--- src/rtl/rgbw_pkg.sv ---
// Shared constants for the RGBW scaling sequencer and its helpers.
package rgbw_pkg;

    typedef enum logic [2:0] {
        S_IDLE   = 3'd0,
        S_LOAD   = 3'd1,
        S_WAIT   = 3'd2,
        S_STORE  = 3'd3,
        S_COMMIT = 3'd4
    } state_t;

    localparam logic [1:0] CH_R = 2'd0;
    localparam logic [1:0] CH_G = 2'd1;
    localparam logic [1:0] CH_B = 2'd2;
    localparam logic [1:0] CH_W = 2'd3;

    // Full intensity: the channel value passes through unscaled.
    localparam logic [7:0] LINT_FULL = 8'hFF;

endpackage

--- src/rtl/rgbw_scale_sequencer_duty_round.sv ---
// Rounds a 16-bit product to its upper byte (half rounds up), saturating at 255.
module duty_round (
    input  logic [15:0] product,
    output logic [7:0]  duty
);

    logic [8:0] sum;

    // Add the half bit at 9 bits so a carry out becomes saturation.
    always_comb begin
        sum  = {1'b0, product[15:8]} + {8'd0, product[7]};
        duty = sum[8] ? 8'hFF : sum[7:0];
    end

endmodule

--- src/rtl/rgbw_scale_sequencer.sv ---
// Scales R, G, B, W by the intensity byte through the shared multiplier and
// commits all four duties together on a PWM period boundary.
//
// state  | meaning
// IDLE   | waiting for start
// LOAD   | operands on the multiplier bus, load strobe (or bypass write)
// WAIT   | waiting for mult_rdy, watchdog running
// STORE  | advance to next channel or go commit
// COMMIT | shadows complete, waiting for pwm_sync
module rgbw_scale_sequencer
    import rgbw_pkg::*;
#(
    parameter int WDT_MAX = 63
) (
    input  logic        clk,
    input  logic        reset,
    input  logic        clk_en,
    input  logic        start,
    input  logic [7:0]  lint,
    input  logic [7:0]  red_in,
    input  logic [7:0]  green_in,
    input  logic [7:0]  blue_in,
    input  logic [7:0]  white_in,
    output logic        mult_ld,
    output logic [7:0]  mult_a,
    output logic [7:0]  mult_b,
    input  logic [15:0] mult_res,
    input  logic        mult_rdy,
    input  logic        pwm_sync,
    output logic [7:0]  red_duty,
    output logic [7:0]  green_duty,
    output logic [7:0]  blue_duty,
    output logic [7:0]  white_duty,
    output logic        busy,
    output logic        done,
    output logic        err
);

    localparam int WDT_W = (WDT_MAX < 1) ? 1 : $clog2(WDT_MAX + 1);

    state_t           state, state_nxt;
    logic [7:0]       lint_q;
    logic [7:0]       chan_q   [4];
    logic [7:0]       shadow_q [4];
    logic [7:0]       duty_q   [4];
    logic [1:0]       ch_q;
    logic [WDT_W-1:0] wdt_q;
    logic             pending_q;
    logic             err_q;

    logic             snap, ch_inc, wdt_load, wdt_dec, abort, commit, ld;
    logic             shadow_wr;
    logic [7:0]       shadow_val;
    logic [7:0]       rounded;

    duty_round u_round (
        .product (mult_res),
        .duty    (rounded)
    );

    // Next-state and datapath control decode.
    always_comb begin
        state_nxt  = state;
        snap       = 1'b0;
        ch_inc     = 1'b0;
        wdt_load   = 1'b0;
        wdt_dec    = 1'b0;
        abort      = 1'b0;
        commit     = 1'b0;
        ld         = 1'b0;
        shadow_wr  = 1'b0;
        shadow_val = 8'd0;
        case (state)
            S_IDLE: begin
                if (start) begin
                    snap      = 1'b1;
                    state_nxt = S_LOAD;
                end
            end
            S_LOAD: begin
                if (lint_q == LINT_FULL) begin
                    shadow_wr  = 1'b1;
                    shadow_val = chan_q[ch_q];
                    state_nxt  = S_STORE;
                end else begin
                    ld        = 1'b1;
                    wdt_load  = 1'b1;
                    state_nxt = S_WAIT;
                end
            end
            S_WAIT: begin
                if (mult_rdy) begin
                    shadow_wr  = 1'b1;
                    shadow_val = rounded;
                    state_nxt  = S_STORE;
                end else if (wdt_q <= WDT_W'(1)) begin
                    abort     = 1'b1;
                    state_nxt = S_IDLE;
                end else begin
                    wdt_dec = 1'b1;
                end
            end
            S_STORE: begin
                if (ch_q == CH_W) begin
                    state_nxt = S_COMMIT;
                end else begin
                    ch_inc    = 1'b1;
                    state_nxt = S_LOAD;
                end
            end
            S_COMMIT: begin
                if (pwm_sync) begin
                    commit = 1'b1;
                    if (pending_q || start) begin
                        snap      = 1'b1;
                        state_nxt = S_LOAD;
                    end else begin
                        state_nxt = S_IDLE;
                    end
                end
            end
            default: state_nxt = S_IDLE;
        endcase
    end

    // State register.
    always_ff @(posedge clk) begin
        if (reset) begin
            state <= S_IDLE;
        end else if (clk_en) begin
            state <= state_nxt;
        end
    end

    // Operand snapshot, channel index, watchdog, shadows, duties and flags.
    always_ff @(posedge clk) begin
        if (reset) begin
            lint_q    <= '0;
            ch_q      <= '0;
            wdt_q     <= '0;
            pending_q <= 1'b0;
            err_q     <= 1'b0;
            for (int i = 0; i < 4; i++) begin
                chan_q[i]   <= '0;
                shadow_q[i] <= '0;
                duty_q[i]   <= '0;
            end
        end else if (clk_en) begin
            if (snap) begin
                lint_q       <= lint;
                chan_q[CH_R] <= red_in;
                chan_q[CH_G] <= green_in;
                chan_q[CH_B] <= blue_in;
                chan_q[CH_W] <= white_in;
                ch_q         <= CH_R;
            end else if (ch_inc) begin
                ch_q <= ch_q + 2'd1;
            end

            if (wdt_load) begin
                wdt_q <= WDT_W'(WDT_MAX);
            end else if (wdt_dec) begin
                wdt_q <= wdt_q - WDT_W'(1);
            end

            if (abort) begin
                for (int i = 0; i < 4; i++) shadow_q[i] <= '0;
            end else if (shadow_wr) begin
                shadow_q[ch_q] <= shadow_val;
            end

            if (commit) begin
                for (int i = 0; i < 4; i++) duty_q[i] <= shadow_q[i];
            end

            if (abort || commit) begin
                pending_q <= 1'b0;
            end else if (start && (state != S_IDLE)) begin
                pending_q <= 1'b1;
            end

            if (abort) begin
                err_q <= 1'b1;
            end else if (start) begin
                err_q <= 1'b0;
            end
        end
    end

    // Strobes are qualified by clk_en so a frozen LOAD/COMMIT does not stretch them.
    assign mult_ld    = ld & clk_en;
    assign done       = commit & clk_en;
    assign mult_a     = chan_q[ch_q];
    assign mult_b     = lint_q;
    assign busy       = (state != S_IDLE);
    assign err        = err_q;
    assign red_duty   = duty_q[CH_R];
    assign green_duty = duty_q[CH_G];
    assign blue_duty  = duty_q[CH_B];
    assign white_duty = duty_q[CH_W];

endmodule

--- config.mk ---
export PLATFORM = sky130hd
export DESIGN_NAME = rgbw_scale_sequencer
export DESIGN_NICKNAME = d
export VERILOG_FILES = /design/src/rtl/rgbw_pkg.sv /design/src/rtl/rgbw_scale_sequencer_duty_round.sv /design/src/rtl/rgbw_scale_sequencer.sv
export SDC_FILE = /design/constraint.sdc
export NUM_CORES = 1
export LEC_CHECK = 0
export ABC_AREA = 0
export CAP_MARGIN = 15
export CORE_UTILIZATION = 46
export DETAILED_ROUTE_END_ITERATION = 8
export HOLD_SLACK_MARGIN = 0.15
export PLACE_DENSITY = 0.86
export SLEW_MARGIN = 0
export SYNTH_ARGS = -nofsm -noshare
export SYNTH_HDL_FRONTEND = slang
export SYNTH_SLANG_ARGS = --single-unit
--- constraint.sdc ---
create_clock -name clk -period 2.4 [get_ports clk]
set_input_delay 0.48 -clock clk [delete_from_list [all_inputs] [get_ports clk]]
set_output_delay 0.48 -clock clk [all_outputs]
set_load 0.005 [all_outputs]
## After elaboration in Yosys (flattened, before gate mapping)

Memory sizes are Yosys's and may differ from the RTL's. A register that Yosys moved wholly into a read port is not among the register bits.
Cells that the tools add are included.

| word-level totals | value |
|---|---|
| logic and storage cells | 127 |
| memories | 3 |
| output and inout port bits | 52 |
| memory bits (writable) | 96 |
| register bits after elaboration | 21 |
| bits of input ports | 62 |

Memory list:

| memory | words | width | read ports | clocked after Yosys merged registers in | write ports | line | text |
|---|---|---|---|---|---|---|---|
| chan_q | 4 | 8 | 1 | 1 | 4 | rgbw_scale_sequencer.sv:43 | `logic [7:0] chan_q [4];` |
| duty_q | 4 | 8 | 4 | 0 | 4 | rgbw_scale_sequencer.sv:45 | `logic [7:0] duty_q [4];` |
| shadow_q | 4 | 8 | 4 | 0 | 4 | rgbw_scale_sequencer.sv:44 | `logic [7:0] shadow_q [4];` |

| operators by class | value |
|---|---|
| add/sub/neg operators | 3 |
| multiplexer cells | 75 |
| reduce and logical (&&, ||, !) cells | 16 |
| equal/unequal tests | 9 |
| $lt $le $gt $ge | 1 |
| bitwise gates (word level) | 14 |

Operator list:

| cell | number |
|---|---|
| $mux 8 | 16 |
| $mux 1 | 43 |
| $pmux 8 s2 | 1 |
| $mux 3 | 5 |
| $pmux 3 s5 | 1 |
| $mux 6 | 2 |
| $or 1x1->1 | 12 |
| $mux 2 | 5 |
| $reduce_and 2->1 | 5 |
| $add 8x1->9 | 1 |
| $eq 8x8->1 const B | 1 |
| $reduce_bool 2->1 | 4 |
| $reduce_or 8->1 | 1 |
| $eq 3x2->1 const B | 2 |
| $le 6x1->1 const B | 1 |
| $sub 6x1->6 const B | 1 |
| $ne 2x2->1 const B | 2 |
| $pmux 1 s2 | 2 |
| $reduce_and 4->1 | 1 |
| $eq 3x1->1 const B | 1 |
| $eq 3x3->1 const B | 1 |
| $logic_not 3->1 | 1 |
| $ne 3x3->1 const B | 1 |
| $reduce_bool 3->1 | 1 |
| other kinds (5) | 7 |

## Depth between registers and ports, before layout

Gate-level depths: netlist (run 1).

| depth | value |
|---|---|
| depth after elaboration | 10 |
| depth in mapped cells | 6 |
| depth with buffers taken out | 6 |

## Modules after synthesis

A second synthesis (run 1) with hierarchy kept.

| second synthesis, totals | value |
|---|---|
| cell total of the unflattened synthesis | 389 |
| area, all modules | 5,136.2 um^2 |

By module, submodules not included:

| module | area each (um^2) | sequential area each (um^2) | cells an instance | instances |
|---|---|---|---|---|
| rgbw_scale_sequencer | 4,956.0 | 3,343.2 | 362 | 1 |
| duty_round | 180.2 | 0.0 | 27 | 1 |

## Worst setup path after synthesis (run 1)

No wires, ideal clock.

| path | value |
|---|---|
| path type | flip-flop to flip-flop |
| from | register state[0] |
| to | memory duty_q[0][0] (enable) |
| data arrival time | 2.020 ns |
| path slack | -0.014 ns |
| buffers on the path | 2 |
| library setup time | 0.394 ns |
| cell stages (with the launch flop) | 6 |
| clock period less this slack | 2.414 ns |
| required time | 2.006 ns |
| path through | dfxtp_1 -> buf_6 -> or2_2 -> clkbuf_1 -> or3_1 -> nand2b_1 |

RTL lines:

| what | line | text |
|---|---|---|
| from (decl) | rgbw_scale_sequencer.sv:41 | `state_t state, state_nxt;` |
| from (signal assigned) | rgbw_scale_sequencer.sv:131 | `state <= state_nxt;` |
| to (decl) | rgbw_scale_sequencer.sv:45 |  |

## Worst setup path in the final report (run 1)

| path | value |
|---|---|
| from | register state[1] |
| to | output mult_ld |

| between the ends | value |
|---|---|
| cells in the longest elaborated chain, start to end | 3 |

Ends and longest elaborated chain:

| what | line | text |
|---|---|---|
| $eq 3x1->1 | rgbw_scale_sequencer.sv:73 | `case (state)` |
| $mux 1 | rgbw_scale_sequencer.sv:73 |  |
| $and 1x1->1 | rgbw_scale_sequencer.sv:191 | `assign mult_ld = ld & clk_en;` |
| to (decl) | rgbw_scale_sequencer.sv:24 | `output logic mult_ld,` |

Every way passes these cells.

==> impl_metrics.tcl, run 1 <==
set metrics [dict create \
    antenna_left 0 \
    h-tree-depth 4 \
    holdPathEnd "duty_q[0][2]$_SDFFCE_PN0P_" \
    clk_latency_ps 510 \
    synth_simple_gate_area_share_pct 18.3 \
    synth.net_count 458 \
    core_sq_um 10900 \
    grt_usage_pct 19.7 \
    grt_overflow 0 \
    yosys_warnings 0 \
    power_density_nw_per_um2 729 \
    hold_viol 0 \
    io-pin-count 114 \
    place_area_sq_um 6650 \
    synthAdderAreaFrac_pct 1.94 \
    firstDrtPassIters 5 \
    outcome "complete, no violations" \
    clkTransAtPathRegs_ps 60 \
    diodes 0 \
    min_from "shadow_q[0][2]$_SDFFCE_PN0P_" \
    end_kind "output port" \
    p_leak_nw 2.75 \
    p_total_mw 5.37 \
    grt_pass1_wl_um 17000 \
    reg2reg_from "wdt_q[0]$_SDFFE_PP0P_" \
    synth_compound_area_share_pct 8.14 \
    die_area_sq_um 11600 \
    vias 3624 \
    antenna_found_initial 0 \
    worst_pin_slew_ps 651 \
    maxCapViolCount 0 \
    cts_max_path_buffers 2 \
    clock_sinks 119 \
    hpwl_um 7420 \
    start_kind "flop" \
    yosysSeqAreaShare_pct 64.9 \
    syn2layout_area_growth_pct 43.0 \
    ys_seq_elements 119 \
    final_net_count 615 \
    async_flop_share_pct 0 \
    avgRoutedWirePerCell_um 15.3 \
    drive_gt1_share_pct 20.3 \
    r2r-end "shadow_q[3][1]$_SDFFCE_PN0P_" \
    hold_depth 1 \
    hold_buffers 0 \
    min_path_type "reg2reg" \
    cp.arrival_ps 1860 \
    rows 38 \
    crit_path_max_fanout 9 \
    drc 0 \
    synth-edff-count 96 \
    drt_iter0_markers 306 \
    syn_inst 388 \
    critPathRequiredTime_ps 1920 \
    fillerInstances 761 \
    start_util_pct 47.3 \
    cts_tree "done" \
    maxSlewHeadroom_pct 56.3 \
    worstSetupPathType "reg2out" \
    yosys.cell_types.count 52 \
    die-width_um 108 \
    final_area_sq_um 7360 \
    synth_xor_xnor_area_share_pct 0.680 \
    finalCriticalPeriod_ps 2340 \
    drt-vias-per-instance 5.19 \
    ff2ff_setup_slack_ps 160 \
    fin_crit_sh_pct 97.5 \
    fmax_ghz 0.427 \
    synthFlopType "edfxtp_1" \
    syn_area_per_cell_sq_um 13.3 \
    root_buffer "clkbuf_8" \
    setup_viol_count_final 0 \
    grt_max_degree 41 \
    gp_congestion 0.808 \
    grt_pass1_vias 3572 \
    r2r_cells 6 \
    synth.mux.area_fraction_pct 3.72 \
    irDropWorstVdd_mv 0.464 \
    final_max_slew_viol_count 0 \
    die_h_um 108 \
    place.port_buffers 106 \
    clock_skew_ps 12.1 \
    synth_top_family_by_area "simple AND/OR/NAND/NOR gates" \
    netlist_area_sq_um 5150 \
    cts-buffers-inserted 17 \
    wirelength_um 10700 \
]
==> layout make-up <==
| cell class | count | area (sq um) | area share (%) |
|---|---|---|---|
| Multi-Input combinational cell | 241 | 1730 | 23.5 |
| Sequential cell | 119 | 3350 | 45.4 |
| Clock inverter | 15 | 158 | 2.14 |
| Clock buffer | 17 | 414 | 5.63 |
| Inverter | 9 | 33.8 | 0.459 |
| Timing Repair Buffer | 157 | 1500 | 20.4 |
| Tap cell | 140 | 175 | 2.38 |
==> cells in the mapped netlist, types with 5 or more instances <==
master     n  area, sq um
a21oi_1   13         65.1
a22o_1     8         70.1
a31oi_1    7         43.8
and2_1    66          413
buf_2      5         25.0
clkbuf_1  12         45.0
dfxtp_1   23          460
edfxtp_1  96         2880
ha_1       8          100
inv_1      9         33.8
mux4_2     8          180
nand2_1   11         41.3
nor2_1    37          139
o211ai_1   5         37.5
or2_2      5         31.3
or3_1      5         31.3
==> registers in the layout, indices dropped and copies added, names as in the netlist, named ones only <==
register	cells
chan_q	32
duty_q	32
shadow_q	32
mult_b	8
wdt_q	6
state	3
ch_q	2
err	1
pending_q	1
==> cell usage in the layout, fill, tap and decap left out, types with 9 or more instances in the layout <==
| master | count |
|---|---|
| and2_1 | 66 |
| inv_1 | 9 |
| edfxtp_1 | 96 |
| nand2_1 | 11 |
| a21oi_1 | 13 |
| clkdlybuf4s50_1 | 97 |
| buf_4 | 43 |
| clkbuf_16 | 16 |
| dfxtp_1 | 21 |
| nor2_1 | 37 |
==> kinds of logic (layout without fill, tap and decap cells) <==
group | Yosys count | count (layout)
AOI/OAI and AO/OA | 59 | 59
xor gates and xnor gates | 4 | 4
adders and majority gates | 8 | 8
buffers and inverters | 28 | 198
DFF | 119 | 119
muxes | 9 | 9
and+or+nand+nor | 161 | 161
==> timing repair <==
action	4_1_cts	5_1_grt
resized for setup	18	7
pin swaps	1	1
setup endpoints to repair	10	35
setup buffers	7	7
==> report_power, final <==
part	switching, mW	total [mW]	internal (mW)
combinational	0.254	0.568	0.315
clock	0.996	2.41	1.42
sequential	0.0445	2.39	2.34
total	1.29	5.37	4.08
==> worst max-delay path by stage <==
stage / from / endpoint / slack (ps)
2_1_floorplan: state[0]$_SDFFE_PP0P_ / chan_q[0][0]$_SDFFCE_PN0P_ / 60
3_3_place_gp: clk_en / done / -30
3_5_place_dp: mult_res[7] / shadow_q[0][4]$_SDFFCE_PN0P_ / -60
4_1_cts: flop / mult_a[0] / -7
5_1_grt: state[1]$_SDFFE_PP0P_ / mult_ld / -10
6_report: state[1]$_SDFFE_PP0P_ / mult_ld / 60
==> routing by layer <==
| metal | vias to the layer above | wire [um] | GRT usage, % |
|---|---|---|---|
| li1 | 1759 | - | - |
| met4 | 0 | 105 | 8.61 |
| met1 | 1698 | 4240 | 22.1 |
| met2 | 158 | 5690 | 35.0 |
| met3 | 9 | 664 | 5.02 |
| met5 | - | 0 | 0 |
==> through the flow <==
stage	hold slack, ps	std cells	setup TNS [ps]	setup slack (ps)	utilization, %
6_report	516	698	0	59.3	67.6
5_1_grt	543	698	-14.6	-14.6	67.6
4_1_cts	516	691	-7.36	-7.36	67.0
3_5_place_dp	500	652	-725	-63.7	61.1
3_3_place_gp	478	652	-214	-27.4	61.1
2_1_floorplan	464	388	0	63.7	-
==> critical path, stage by stage (launching register included) <==
cell and delay (ps):
dfxtp_1 330, buf_6 140, nor3b_4 180, o211ai_1 140, inv_1 70, clkdlybuf4s50_1 490
Power figures use the tool's default switching activity.
==> run 2: changes to the inputs <==
ABC_CLOCK_PERIOD_IN_PS = 2400   (was not set)
CORE_ASPECT_RATIO = 2   (was not set)
==> run 2 against run 1 <==
Clock skew grew 1.0 ps. Worst setup slack got worse by 0.61 ps. Sequential share of layout area is 0.068 points lower. Highest routed layer unchanged. Critical path depth is 2 lower. Global-route usage decreased by 0.93 points. Critical endpoint is now mult_a[4].
==> impl_metrics.tcl, run 2 (same netlist as run 1, synthesis figures left out) <==
set metrics [dict create \
    outcome "complete, no violations" \
    cp.arrival_ps 1860 \
    die-width_um 76.8 \
    grt_pass1_vias 3641 \
    fin_crit_sh_pct 97.6 \
    top_regs "chan_q (32), duty_q (32), shadow_q (32)" \
    p_total_mw 5.31 \
    core_sq_um 10900 \
    vias 3653 \
    drive_gt1_share_pct 19.1 \
    fillerInstances 753 \
    drt_iter0_markers 155 \
    maxSlewHeadroom_pct 60.6 \
    antenna_found_initial 0 \
    drc 0 \
    worst_pin_slew_ps 586 \
    setup_viol_count_final 0 \
    p_sw_mw 1.14 \
    grt_usage_pct 18.7 \
    finalHoldWorstSlack_ps 506 \
    p_comb_share_pct 10.6 \
    avgRoutedWirePerCell_um 15.0 \
    cts_max_path_buffers 2 \
    crit_slowest_cell "mux4_2" \
    die_h_um 152 \
    final_max_slew_viol_count 0 \
    finalCriticalPeriod_ps 2340 \
    hold_viol 0 \
    place.port_buffers 106 \
    grt_pass1_wl_um 16000 \
    final_net_count 614 \
    h-tree-depth 4 \
    die_area_sq_um 11600 \
    cts-buffers-inserted 17 \
    clock_skew_ps 13.1 \
    grt_max_degree 41 \
    end_kind "output port" \
    fmax_ghz 0.427 \
    hold_buffers 0 \
    clkTransAtPathRegs_ps 50 \
    cts_tree "done" \
    wirelength_um 10400 \
    clk_latency_ps 420 \
    ff_latch_area_sq_um 3350 \
    start_kind "flop" \
    root_buffer "clkbuf_16" \
    drt-vias-per-instance 5.25 \
    grt_overflow 0 \
    hpwl_um 7750 \
    swShare_pct 21.5 \
    firstDrtPassIters 5 \
    finalSetupTns_ps 0 \
    syn2layout_area_growth_pct 43.2 \
    cp_cell_sequence "buf_6, mux4_2, clkdlybuf4s50_1" \
    p_leak_nw 2.81 \
    maxCapViolCount 0 \
    worstSetupPathType "reg2out" \
    io-pin-count 114 \
    final_core_util_pct 67.8 \
    crit_path_max_fanout 7 \
    max_stage_delay_ps 530 \
    seq_power_share_pct 44.9 \
    clock_sinks 119 \
    multiInputGateArea_sq_um 1730 \
    start_util_pct 47.3 \
    p_int_mw 4.17 \
    p_clk_share_pct 44.5 \
    min_path_type "reg2reg" \
    diodes 0 \
    most-common-layout-cells "clkdlybuf4s50_1, edfxtp_1, and2_1" \
    antenna_left 0 \
    gp_congestion 0.928 \
    irDropWorstVdd_mv 0.794 \
    final_common_cell "clkdlybuf4s50_1" \
    rows 54 \
    critPathRequiredTime_ps 1920 \
    power_density_nw_per_um2 721 \
]
run 2: cell types whose count changed in the layout (fill, tap and decap cells not counted), sizes merged:
cell,change
inv,-9
buf,-1
clkdlybuf4s50,+1
bufinv,+1
dlygate4sd2,-1
dlymetal6s2s,+5
clkdlybuf4s15,-3
clkinv,+5
run 2: cell type report:
class	count	area share (%)
repair buffers	156	20.7
well taps	140	2.37
flip-flops and latches	119	45.4
multi-input cells	241	23.4
clock inverters	12	1.76
clock buffers	19	5.87
inverters	9	0.458
run 2: per-stage QoR:
stage	instance area, sq um	setup WS [ps]	std cells
finish	7380	58.6	696
global route	7380	-13.3	696
CTS	7290	-9.16	689
detailed placement	6690	-181	654
global placement	6690	-91.3	654
floorplan	5150	63.7	388
run 2: timing repair:
| action | 4_1_cts | 5_1_grt |
|---|---|---|
| resized for setup | 6 | 9 |
| pin swaps | 0 | 2 |
| setup buffers | 4 | 7 |
| endpoints found under the setup margin | 10 | 23 |
run 2: power by group through the flow:
stage	sequential [mW]	combinational [mW]	clock [mW]
5_1_grt	2.40	0.607	2.47
3_5_place_dp	2.43	0.543	0
2_1_floorplan	2.42	0.244	0
4_1_cts	2.39	0.553	2.40
3_3_place_gp	2.42	0.530	0
6_report	2.39	0.561	2.37
run 2: final timing paths:
check / slack, ps / to / cells after the start / start
setup / recovery: 60 / mult_a[4] / 3 / flop
hold / removal: 510 / wdt_q[1]$_SDFFE_PP0P_ / 2 / wdt_q[1]$_SDFFE_PP0P_
setup reg to reg: 280 / shadow_q[2][5]$_SDFFCE_PN0P_ / 6 / wdt_q[0]$_SDFFE_PP0P_
hold reg to reg: 510 / wdt_q[1]$_SDFFE_PP0P_ / 2 / wdt_q[1]$_SDFFE_PP0P_
run 2: layer usage:
metal	vias up	part of all wire, %	global-route usage, %	routed length, um
li1	1751	-	-	-
met4	0	6.7	16.8	704
met5	-	0	0	0
met1	1681	29	13.8	3070
met3	56	4.7	5.03	487
met2	165	59	37.1	6180
run 2: worst max-delay path, delay by kind of cell, from the launching register on:
family | cells | cell delay [ps]
flip-flops | 1 | 320
buffers and inverters | 2 | 600
multiplexers | 1 | 530
==> RTL edit, RTL diff (settings of run 1) <==
Set the parameter `WDT_MAX` to 126 (it was 63).
--- a/src/rtl/rgbw_scale_sequencer.sv
+++ b/src/rtl/rgbw_scale_sequencer.sv
@@ -12,3 +12,3 @@
 #(
-    parameter int WDT_MAX = 63
+    parameter int WDT_MAX = 126
 ) (
Formal check against the unedited RTL: same outputs for any inputs over 4 cycles, from zero or initial values and one cycle with reset high; that may be too few to reach the edited logic, so the function may still have changed.
==> RTL edit against run 1 <==
Sequential cell count rose by 1; global-route usage is essentially flat; clock skew down 0.0054 ns; critical path type unchanged; core utilization fell by 0.65 points; die area increased by 1.2%; register-to-register slack improved by 0.17 ns; hold slack got worse by 0.024 ns; total power down 0.60%; synthesized area up 1.3%; design area shrank 0.53%; largest cell class unchanged; combinational power decreased by 8.1%; routed wire length is 0.29% higher; worst setup slack improved by 0.012 ns.
==> RTL edit: results (changes against run 1) <==
First-pass DRT Iterations 4 (was 5); Filler cells 797 (was 761); final RePlAce weighted congestion 0.860 (was 0.808); via-per-instance ratio 5.26 (was 5.19); r2r setup slk 0.33 ns (was 0.16 ns); Reg area 3370 um^2 (was 3350 um^2); Final Skew 0.00666 ns (was 0.0121 ns); status finished, final reports clean (unchanged); worst hold margin 0.491 ns (was 0.516 ns); clock insertion delay at the later pin of the skew report 0.40 ns (was 0.51 ns); multi-input combinational area share 0.238 (was 0.235); final-layout clock-cell area share 0.0776 (was 0.0777); nets 611 (was 615); Signal buf overhead 0.196 (was 0.204); inverters 11 (was 9); leakage 2.74 nW (was 2.75 nW); CTS root buffer clkbuf_16 (was clkbuf_8); Non-CTS buffers 149 (was 157); DR iter-0 viols 239 (was 306); first-pass GRT wire length 17.2 mm (was 17.0 mm); Worst path max stage delay 0.53 ns (was 0.49 ns); slowest CP cell mux4_2 (was clkdlybuf4s50_1); Max VDD drop 0.465 mV (was 0.464 mV); Critical Path AT 1.85 ns; main area contributors after synthesis edfxtp_1, dfxtp_1, and2_1, mux4_2, nor2_1 (unchanged); sequential-to-total area share from yosys stat 0.645 (was 0.649); CTS Sinks 120 (was 119); layout cell share with drive strength beyond 1 0.175 (was 0.203); PortBufs 106 (unchanged); clock buffers 17 (unchanged); post-place setup slack -0.0944 ns (was -0.0637 ns); H-tree lvl count 4 (unchanged); post-synthesis cell type count 54 (was 52); number of global-route vias before repair 3676 (was 3572); Clock transition at path regs 0.06 ns (about the same); Post-synth top cells edfxtp_1, and2_1, nor2_1, dfxtp_1, inv_1 (was edfxtp_1, and2_1, nor2_1, dfxtp_1, a21oi_1); DR WL/cell 15.5 um (was 15.3 um); #MultiIn Comb 242 (was 241); crit path max fanout 8 (was 9); Synth Net Count 460 (was 458); Largest delay share family, worst path buffers and inverters (unchanged); initial antenna violation count 0 (unchanged); final cycle utilization of the critical path 0.970 (was 0.975); All-Layer GR Usage 0.197 (about the same); Slew HR 0.660 (was 0.563); dpl hpwl 7.60 mm (was 7.42 mm)
RTL edit: metrics by stage:
stage	area, um^2	utilization	instances
after floorplan	5220	-	390
after global placement	6670	0.610	651
after detailed placement	6670	0.610	651
after CTS	7280	0.666	689
after global routing	7320	0.670	694
final	7320	0.670	694
RTL edit: power breakdown:
group,switching (W),internal (W),total [W]
clock,0.000953,0.00144,0.00240
sequential,0.0000586,0.00236,0.00242
combinational,0.000225,0.000297,0.000522
RTL edit: kinds of logic (layout without fill, tap and decap cells):
group / count (synthesis) / after routing / share of synthesized area
and+or+nand+nor: 161 / 161 / 0.181
DFF: 120 / 120 / 0.645
adders and majority gates: 8 / 8 / 0.0192
muxes: 9 / 9 / 0.0367
xor gates and xnor gates: 3 / 3 / 0.00504
AOI/OAI and AO/OA: 61 / 61 / 0.0912
buffers and inverters: 28 / 192 / 0.0218
RTL edit: worst min-delay path, stage by stage, from the launching register on:
cell and delay (ns):
dfxtp_1 0.33, a2bb2oi_1 0.06, nor2_1 0.07
RTL edit: timing repair:
action,4_1_cts,5_1_grt
setup buffers,6,5
setup endpoints to repair,10,5
hold buffers,0,0
resized for setup,7,4
RTL edit: layer usage:
layer / global-route usage / wire, um / vias to the layer above
li1: - / - / 1770
met1: 0.206 / 4050 / 1712
met3: 0.0542 / 635 / 28
met5: 0 / 0 / -
met2: 0.356 / 5760 / 141
met4: 0.104 / 282 / 0
RTL edit: final timing paths:
check	from	to	cells past startpoint
max	flop	mult_a[7]	3
min reg2reg	err	err	2
max reg2reg	wdt_q[2]	shadow_q[2][6]	5
min	err	err	2
